--- src/rtl/morse_pkg.sv ---
// Shared Morse types and timing constants for the
// transmit encoder and the ASCII lookup table.
package morse_pkg;

  typedef enum logic [2:0] {
    S_IDLE,
    S_MARK,
    S_SPACE,
    S_CHAR_GAP,
    S_WORD_GAP
  } state_t;

  localparam int DOT_U        = 1;
  localparam int DASH_U       = 3;
  localparam int SYM_GAP_U    = 1;
  localparam int CHAR_GAP_U   = 3;
  localparam int WORD_EXTRA_U = 4;
  localparam int MAX_LEN      = 5;

  typedef struct packed {
    logic       valid;
    logic       is_space;
    logic [2:0] len;
    logic [4:0] pat;
  } morse_ent_t;

  function automatic logic [2:0] sym_units(input logic dash);
    return dash ? 3'(DASH_U) : 3'(DOT_U);
  endfunction

endpackage

--- src/rtl/morse_encoder_tx_if.sv ---
// Character valid/ready link into the Morse encoder.
interface morse_encoder_tx_if;
  logic [7:0] char_in;
  logic       char_valid;
  logic       char_ready;

  modport master (
    output char_in,
    output char_valid,
    input  char_ready
  );

  modport slave (
    input  char_in,
    input  char_valid,
    output char_ready
  );
endinterface

--- src/rtl/morse_lut.sv ---
// Combinational ASCII to Morse entry table; letters are
// case-folded, space is the word-gap code.
module morse_lut
  import morse_pkg::*;
(
  input  logic [7:0] ch,
  output morse_ent_t ent
);

  // b lists symbols left to right in its low n bits
  function automatic morse_ent_t sym(
    input logic [2:0] n,
    input logic [4:0] b
  );
    morse_ent_t e;
    e       = '0;
    e.valid = 1'b1;
    e.len   = n;
    for (int i = 0; i < MAX_LEN; i++)
      if (i < int'(n))
        e.pat[i] = b[n - 3'(i) - 3'd1];
    return e;
  endfunction

  logic [7:0] c;

  always_comb begin
    c = (ch >= 8'h61 && ch <= 8'h7a) ? ch - 8'h20 : ch;
    ent = '0;
    case (c)
      8'h20: begin
        ent.valid    = 1'b1;
        ent.is_space = 1'b1;
      end
      8'h41: ent = sym(3'd2, 5'b01);
      8'h42: ent = sym(3'd4, 5'b1000);
      8'h43: ent = sym(3'd4, 5'b1010);
      8'h44: ent = sym(3'd3, 5'b100);
      8'h45: ent = sym(3'd1, 5'b0);
      8'h46: ent = sym(3'd4, 5'b0010);
      8'h47: ent = sym(3'd3, 5'b110);
      8'h48: ent = sym(3'd4, 5'b0000);
      8'h49: ent = sym(3'd2, 5'b00);
      8'h4a: ent = sym(3'd4, 5'b0111);
      8'h4b: ent = sym(3'd3, 5'b101);
      8'h4c: ent = sym(3'd4, 5'b0100);
      8'h4d: ent = sym(3'd2, 5'b11);
      8'h4e: ent = sym(3'd2, 5'b10);
      8'h4f: ent = sym(3'd3, 5'b111);
      8'h50: ent = sym(3'd4, 5'b0110);
      8'h51: ent = sym(3'd4, 5'b1101);
      8'h52: ent = sym(3'd3, 5'b010);
      8'h53: ent = sym(3'd3, 5'b000);
      8'h54: ent = sym(3'd1, 5'b1);
      8'h55: ent = sym(3'd3, 5'b001);
      8'h56: ent = sym(3'd4, 5'b0001);
      8'h57: ent = sym(3'd3, 5'b011);
      8'h58: ent = sym(3'd4, 5'b1001);
      8'h59: ent = sym(3'd4, 5'b1011);
      8'h5a: ent = sym(3'd4, 5'b1100);
      8'h30: ent = sym(3'd5, 5'b11111);
      8'h31: ent = sym(3'd5, 5'b01111);
      8'h32: ent = sym(3'd5, 5'b00111);
      8'h33: ent = sym(3'd5, 5'b00011);
      8'h34: ent = sym(3'd5, 5'b00001);
      8'h35: ent = sym(3'd5, 5'b00000);
      8'h36: ent = sym(3'd5, 5'b10000);
      8'h37: ent = sym(3'd5, 5'b11000);
      8'h38: ent = sym(3'd5, 5'b11100);
      8'h39: ent = sym(3'd5, 5'b11110);
      default: ent = '0;
    endcase
  end

endmodule

--- src/rtl/morse_encoder_tx.sv ---
// Morse keying transmitter: one ASCII character per
// handshake, timed in units of UNIT_CYCLES clocks.
module morse_encoder_tx
  import morse_pkg::*;
#(
  parameter int UNIT_CYCLES = 1000
) (
  input  logic             clk,
  input  logic             rst,
  morse_encoder_tx_if.slave link,
  output logic             key_out,
  output logic             busy,
  output logic             done,
  output logic             err
);

  localparam int CNT_W = $clog2(UNIT_CYCLES);
  localparam logic [CNT_W-1:0] U_LAST =
    CNT_W'(UNIT_CYCLES - 1);
  localparam logic [CNT_W-1:0] G_LAST =
    CNT_W'(UNIT_CYCLES - 2);

  state_t           state, state_n;
  logic [CNT_W-1:0] ucnt, ucnt_n;
  logic [2:0]       left, left_n;
  logic [2:0]       idx, idx_n;
  logic [2:0]       len, len_n;
  logic [4:0]       pat, pat_n;
  logic             done_n, err_n;
  logic             accept, tick, last, gap_last;
  morse_ent_t       ent;

  morse_lut u_lut (
    .ch  (link.char_in),
    .ent (ent)
  );

  assign link.char_ready = (state == S_IDLE);
  assign accept   = link.char_valid && link.char_ready;
  assign tick     = (ucnt == U_LAST);
  assign last     = tick && (left == 3'd1);
  // Gaps end a cycle early: the IDLE/done cycle is the final gap cycle
  assign gap_last = (ucnt == G_LAST) && (left == 3'd1);

  always_comb begin
    state_n = state;
    ucnt_n  = tick ? '0 : ucnt + 1'b1;
    left_n  = tick ? left - 3'd1 : left;
    idx_n   = idx;
    len_n   = len;
    pat_n   = pat;
    done_n  = 1'b0;
    err_n   = 1'b0;
    unique case (state)
      S_IDLE: begin
        ucnt_n = '0;
        left_n = '0;
        if (accept) begin
          if (!ent.valid) begin
            err_n = 1'b1;
          end else if (ent.is_space) begin
            state_n = S_WORD_GAP;
            left_n  = 3'(WORD_EXTRA_U);
          end else begin
            state_n = S_MARK;
            idx_n   = '0;
            len_n   = ent.len;
            pat_n   = ent.pat;
            left_n  = sym_units(ent.pat[0]);
          end
        end
      end
      S_MARK: begin
        if (last) begin
          if (idx + 3'd1 < len) begin
            state_n = S_SPACE;
            left_n  = 3'(SYM_GAP_U);
          end else begin
            state_n = S_CHAR_GAP;
            left_n  = 3'(CHAR_GAP_U);
          end
        end
      end
      S_SPACE: begin
        if (last) begin
          state_n = S_MARK;
          idx_n   = idx + 3'd1;
          left_n  = sym_units(pat[idx_n]);
        end
      end
      S_CHAR_GAP, S_WORD_GAP: begin
        if (gap_last) begin
          state_n = S_IDLE;
          ucnt_n  = '0;
          left_n  = '0;
          done_n  = 1'b1;
        end
      end
      default: state_n = S_IDLE;
    endcase
  end

  always_ff @(posedge clk) begin
    if (rst) begin
      state   <= S_IDLE;
      ucnt    <= '0;
      left    <= '0;
      idx     <= '0;
      len     <= '0;
      pat     <= '0;
      key_out <= 1'b0;
      busy    <= 1'b0;
      done    <= 1'b0;
      err     <= 1'b0;
    end else begin
      state   <= state_n;
      ucnt    <= ucnt_n;
      left    <= left_n;
      idx     <= idx_n;
      len     <= len_n;
      pat     <= pat_n;
      key_out <= (state_n == S_MARK);
      busy    <= (state_n != S_IDLE);
      done    <= done_n;
      err     <= err_n;
    end
  end

endmodule

--- src/flat_wrapper.sv ---
// flat-port wrapper written by rule: the top's interface ports become plain ports
module morse_encoder_tx_flat import morse_pkg::*;
#(
  parameter int UNIT_CYCLES = 1000
)
  (clk, rst, key_out, busy, done, err, link_char_in, link_char_valid, link_char_ready);
  morse_encoder_tx_if link_i ();
  input  logic clk;
  input  logic rst;
  output logic key_out;
  output logic busy;
  output logic done;
  output logic err;
  input wire logic [$bits(link_i.char_in)-1:0] link_char_in;
  input wire logic [$bits(link_i.char_valid)-1:0] link_char_valid;
  output wire logic [$bits(link_i.char_ready)-1:0] link_char_ready;
  assign link_i.char_in = link_char_in;
  assign link_i.char_valid = link_char_valid;
  assign link_char_ready = link_i.char_ready;
  morse_encoder_tx #(.UNIT_CYCLES(UNIT_CYCLES)) u_core (.clk(clk), .rst(rst), .link(link_i), .key_out(key_out), .busy(busy), .done(done), .err(err));
endmodule
--- config.mk ---
export PLATFORM = sky130hd
export DESIGN_NAME = morse_encoder_tx_flat
export DESIGN_NICKNAME = d
export VERILOG_FILES = /design/src/rtl/morse_pkg.sv /design/src/rtl/morse_encoder_tx_if.sv /design/src/rtl/morse_lut.sv /design/src/rtl/morse_encoder_tx.sv /design/src/flat_wrapper.sv
export SDC_FILE = /design/constraint.sdc
export NUM_CORES = 1
export LEC_CHECK = 0
export CAP_MARGIN = 20
export CORE_MARGIN = 2
export CORE_UTILIZATION = 59
export DETAILED_ROUTE_END_ITERATION = 16
export DONT_BUFFER_PORTS = 1
export PLACE_DENSITY = 0.75
export SLEW_MARGIN = 5
export SYNTH_ARGS = -nofsm -noshare
export SYNTH_HDL_FRONTEND = slang
export SYNTH_SLANG_ARGS = --single-unit
--- constraint.sdc ---
create_clock -name clk -period 6.5 [get_ports clk]
set_input_delay 0.65 -clock clk [delete_from_list [all_inputs] [get_ports clk]]
set_output_delay 0.65 -clock clk [all_outputs]
set_load 0.02 [all_outputs]
Yosys cells after proc, flatten, opt, wreduce, memory -nomap -nowiden
Index checks and enable logic that the tools add are counted.
{"block": "totals", "latchBits": 0, "mem_bits_ro": 0, "register_bits": 31, "out_inout_bits": 5, "wordCells": 118, "ramBits": 0, "n_memories": 0}
{"block": "op_classes", "n_eq_ne": 49, "multipliers": 0, "reduce_logical": 13, "addsub": 4, "mux": 34, "div_mod_pow": 0, "n_shift": 0, "bitwise_logic": 4, "magnitude_cmp": 4}
{"cell": "$pmux W8 S36", "count": 1}
{"cell": "$eq A8 B7 Y1 const B", "count": 26}
{"cell": "$eq A8 B6 Y1 const B", "count": 11}
{"cell": "$mux W3", "count": 17}
{"cell": "$reduce_or A36 Y1", "count": 1}
{"cell": "$pmux W3 S4", "count": 2}
{"cell": "$eq A10 B10 Y1 const B", "count": 2}
{"cell": "$mux W10", "count": 2}
{"cell": "$pmux W10 S2", "count": 1}
{"cell": "$add A10 B1 Y10 const B", "count": 1}
{"cell": "$eq A3 B1 Y1 const B", "count": 3}
{"cell": "$ge A8 B7 Y1 const B", "count": 1}
{"cell": "$le A8 B7 Y1 const B", "count": 1}
{"cell": "$mux W8", "count": 1}
{"cell": "$sub A8 B6 Y8 const B", "count": 1}
{"cell": "$eq A3 B2 Y1 const B", "count": 2}
{"cell": "$mux W2", "count": 3}
{"cell": "$ne A2 B2 Y1 const B", "count": 3}
{"cell": "$pmux W3 S2", "count": 1}
{"cell": "$reduce_and A5 Y1", "count": 1}
{"cell": "$logic_and A1 B1 Y1", "count": 4}
{"cell": "$lt A3 B4 Y1 const B", "count": 1}
{"cell": "$mux W1", "count": 4}
{"cell": "$not A1 Y1", "count": 4}
{"cell": "13 further kinds", "count": 14}

Longest topological paths before layout
{"block": "depth", "word_depth": 11, "mapped_depth": 9, "mapped_depth_nobuf": 8}

Cells and area by module
From an unflattened synthesis, not the netlist that was laid out.
{"block": "hier_totals", "hier_cells": 299, "area_unflattened_um2": 2307.2}
{"mod": "morse_encoder_tx", "area_each_um2": 1665.3, "seq_area_each_um2": 620.6, "n_inst": 1, "cells_per_inst": 185}
{"mod": "morse_lut", "area_each_um2": 641.9, "seq_area_each_um2": 0.0, "n_inst": 1, "cells_per_inst": 114}

Worst setup path after synthesis
OpenSTA, ideal clock, no wires.
{"block": "synth_path", "path_type": "input to register", "startpoint": "input link_char_in[1]", "endpoint": "register u_core.pat[3]", "path_stages": 8, "slack_ns": 3.917, "n_path_buf": 2, "t_arrival_ns": 2.443, "t_required_ns": 6.360, "cell_sequence": "buf_2 > or4b_1 > o211a_1 > buf_6 > nand4_4 > o32ai_4 > o31ai_4 > a221oi_1"}
{"block": "synth_via", "elab_chain_len": 8, "elab_cells_between_ends": 47, "cone_classes": "add/sub (1); order compare (2); eq/ne (37); mux (3); bitwise (1); reduce/logical (3)"}
{"element": "from (decl)", "line_no": "flat_wrapper.sv:14", "text": "input wire logic [$bits(link_i.char_in)-1:0] link_char_in;"}
{"element": "$ge A8 B7 Y1 / $le A8 B7 Y1 (equally long branches)", "line_no": "morse_lut.sv:28", "text": "c = (ch >= 8'h61 && ch <= 8'h7a) ? ch - 8'h20 : ch;"}
{"element": "$logic_and A1 B1 Y1", "line_no": "morse_lut.sv:28"}
{"element": "$mux W8 (*)", "line_no": "morse_lut.sv:28"}
{"element": "$eq A8 B6 Y1 / $eq A8 B7 Y1 (equally long branches)", "line_no": "morse_lut.sv:30", "text": "case (c)"}
{"element": "$reduce_or A36 Y1 (no line)"}
{"element": "$pmux W2 S2", "line_no": "morse_lut.sv:30"}
{"element": "$not A1 Y1 (no line)"}
{"element": "$reduce_and A4 Y1 (no line)"}
{"element": "to (signal assigned)", "line_no": "morse_encoder_tx.sv:121", "text": "pat <= pat_n;"}
{"element": "to (decl)", "line_no": "morse_encoder_tx.sv:28", "text": "logic [4:0] pat, pat_n;"}
Mark *: on every way between the ends. The rest lies on a longest branch, timed or not.
A chain may end at the register's enable or synchronous reset.

Worst setup path in the final report
{"block": "layout_path", "startpoint": "input link_char_in[5]", "endpoint": "register u_core.pat[4]"}
Same word-level chain as after synthesis.

==> impl_metrics.json <==
{
  "outcome": "finished, final reports clean",
  "synthDominantCellAreaShare": 0.239,
  "hp-class": "primary input to register",
  "synthFlopType": "dfxtp_1",
  "maxCapViolCount": 0,
  "synth_top_cell_by_area": "dfxtp_1",
  "cts_sinks": 31,
  "clk_pin_slew_ps": 70,
  "via_per_inst": 6.82,
  "vias": 2524,
  "start_kind": "primary input",
  "synth_area_per_cell_um2": 7.77,
  "cp_max_fo": 10,
  "placed_cells": 362,
  "port_buffers": 0,
  "cts-root-buf": "clkbuf_8",
  "fin_cells": 370,
  "hold_viol_final": 0,
  "die_w_um": 70.3,
  "grt_pass1_vias": 2173,
  "ant_nets": 0,
  "die_area_um2": 4940,
  "slew_headroom": 0.346,
  "ys_seq_area_frac": 0.239,
  "drt_iter0_markers": 255,
  "drc": 0,
  "synthToLayoutAreaGrowth_pct": 3.23,
  "htree_levels": 2,
  "worstPathArrival_ps": 2760,
  "core.rowCount": 24,
  "critical_path_class": "primary input to register",
  "fin_tns_setup_ps": 0,
  "syn_area_um2": 2590,
  "synth_nets": 353,
  "slew_violations": 0,
  "setup.worst_path.end_class": "register",
  "required_ps": 6710,
  "antenna_cells": 0,
  "path_cells": "inv_1 > ha_1 > nand3_1 > o21ai_0 > a22oi_1 > and4b_4 > o31ai_4 > mux2i_1",
  "antenna_found_initial": 0,
  "cts_tree": "yes",
  "cts_buffers": 5,
  "skew_ps": 7.17,
  "drive_above_1_share": 0.0597,
  "gp_congestion": 0.917,
  "ys_types": 74,
  "synth_edf_count": 0,
  "crit_slowest_cell": "o21ai_0",
  "num_io_pins": 16,
  "finalWirelength_mm": 6.31,
  "worstPathBufferInverterCount": 1,
  "period_needed_ps": 2540,
  "setup_viol": 0,
  "post-dp-hpwl_mm": 4.44,
  "clkLatencyLatePin_ps": 290,
  "slowest_delay_ps": 560,
  "dieHeight_um": 70.3,
  "grt_pass1_wl_mm": 10.6,
  "fin_ws_ps": 3960,
  "period_share": 0.391,
  "coreArea_um2": 4290,
  "ys_warn_count": 0,
  "cp_top_family": "compound AO/OA/AOI/OAI gates",
  "hold_buffers": 0,
  "p_leak_nw": 0.939,
  "wl_per_cell_um": 17.1,
  "clk_path_buf_depth": 2,
  "cts_setup_buffers": 0,
  "cts-resized-gates": 0,
  "synth_area_leaders": "dfxtp_1 (24%), nor2_1 (3.9%), a21oi_1 (3.9%), ha_1 (3.9%), nand2_1 (3.3%)",
  "yosys-top-cells-count": "dfxtp_1 (31), nor2_1 (27), nand2_1 (23)",
  "synth-seq-cells": 31,
  "total_power_w": 0.000462,
  "start_util": 0.604,
  "overflow": 0,
  "post-place-ws_ps": 3700,
  "syn_inst": 334,
  "rsz0062_at_grt": "false",
  "power.ir.vdd_worst_mv": 0.107,
  "powerDensity_nw_per_um2": 172,
  "num-nets-final": 336,
  "tightestPinTransition_ps": 974,
  "drtPass1Iterations": 5,
  "grt_start_max_net_pins": 32,
  "async_reset_ff_frac": 0,
  "max_freq_mhz": 393,
  "grt_usage": 0.265,
  "synth.most_common_cell": "dfxtp_1"
}
## where the power goes
part            total, W  internal (W)  switching, W
registers       0.000198      0.000194    0.00000435
clock network   0.000200      0.000124     0.0000758
logic          0.0000635     0.0000261     0.0000374
total           0.000462      0.000344      0.000118
## through the flow
step / hold slack, ps / util / area, um^2
after floorplan: 431 / - / 2590
after detailed placement: 442 / 0.596 / 2560
final: 419 / 0.624 / 2680
after CTS: 410 / 0.624 / 2680
after global routing: 421 / 0.624 / 2680
after global placement: 435 / 0.596 / 2560
## cells in the final DEF (no fill, tap or decap), drive strengths merged, types with 4 or more instances in the layout
master	instances
o2bb2ai	4
dfxtp	31
nand3	14
o31ai	4
a211oi	5
nand4	5
o21ai	17
o32ai	4
and3	9
a41oi	4
xnor2	9
nor2	27
nor2b	7
a31oi	7
inv	15
nor3	7
xor2	4
ha	8
a21oi	20
o211ai	6
nand2	24
and4	4
clkbuf	6
## final cells by class
type                       instances  area (um^2)
clock buffer                       6         82.6
inverter                          16         60.1
fill                             392         1620
multi-input combinational        263         1810
clock inverter                     2         35.0
tap                               52         65.1
sequential                        31          621
## flip-flops by register name, summed over array words and instances (netlist names), 3 cells and up
signal / flops
u_core.idx: 3
u_core.pat: 5
u_core.len: 3
u_core.state: 3
u_core.left: 3
u_core.ucnt: 10
## final timing paths
check	start	end	slack, ps	cells after the start
setup / recovery	link_char_in[5]	u_core.pat[4]$_SDFFE_PP0P_	3960	8
hold / removal	rst	u_core.busy$_SDFF_PP0_	420	1
setup reg to reg	u_core.idx[0]$_SDFFE_PP0P_	u_core.left[1]$_SDFF_PP0_	4010	8
hold reg to reg	u_core.len[0]$_SDFFE_PP0P_	u_core.len[0]$_SDFFE_PP0P_	450	2
## metal layers
| layer | vias up | track usage | wire length (um) |
|---|---|---|---|
| met3 | 7 | 0.0491 | 519 |
| met2 | 120 | 0.405 | 2880 |
| met4 | 0 | 0.0876 | 66 |
| li1 | 1237 | - | - |
| met1 | 1160 | 0.373 | 2850 |
| met5 | - | 0 | 0 |
## cell families after synthesis
family,synth area share
AO/OA/AOI/OAI,0.335
AND/OR/NAND/NOR,0.270
flip-flops,0.239
XOR/XNOR,0.0439
multiplexers,0.0116
buffers and inverters,0.0613
adder cells (fa/ha/maj),0.0386
Note: power is estimated with default switching activity, not from simulation.
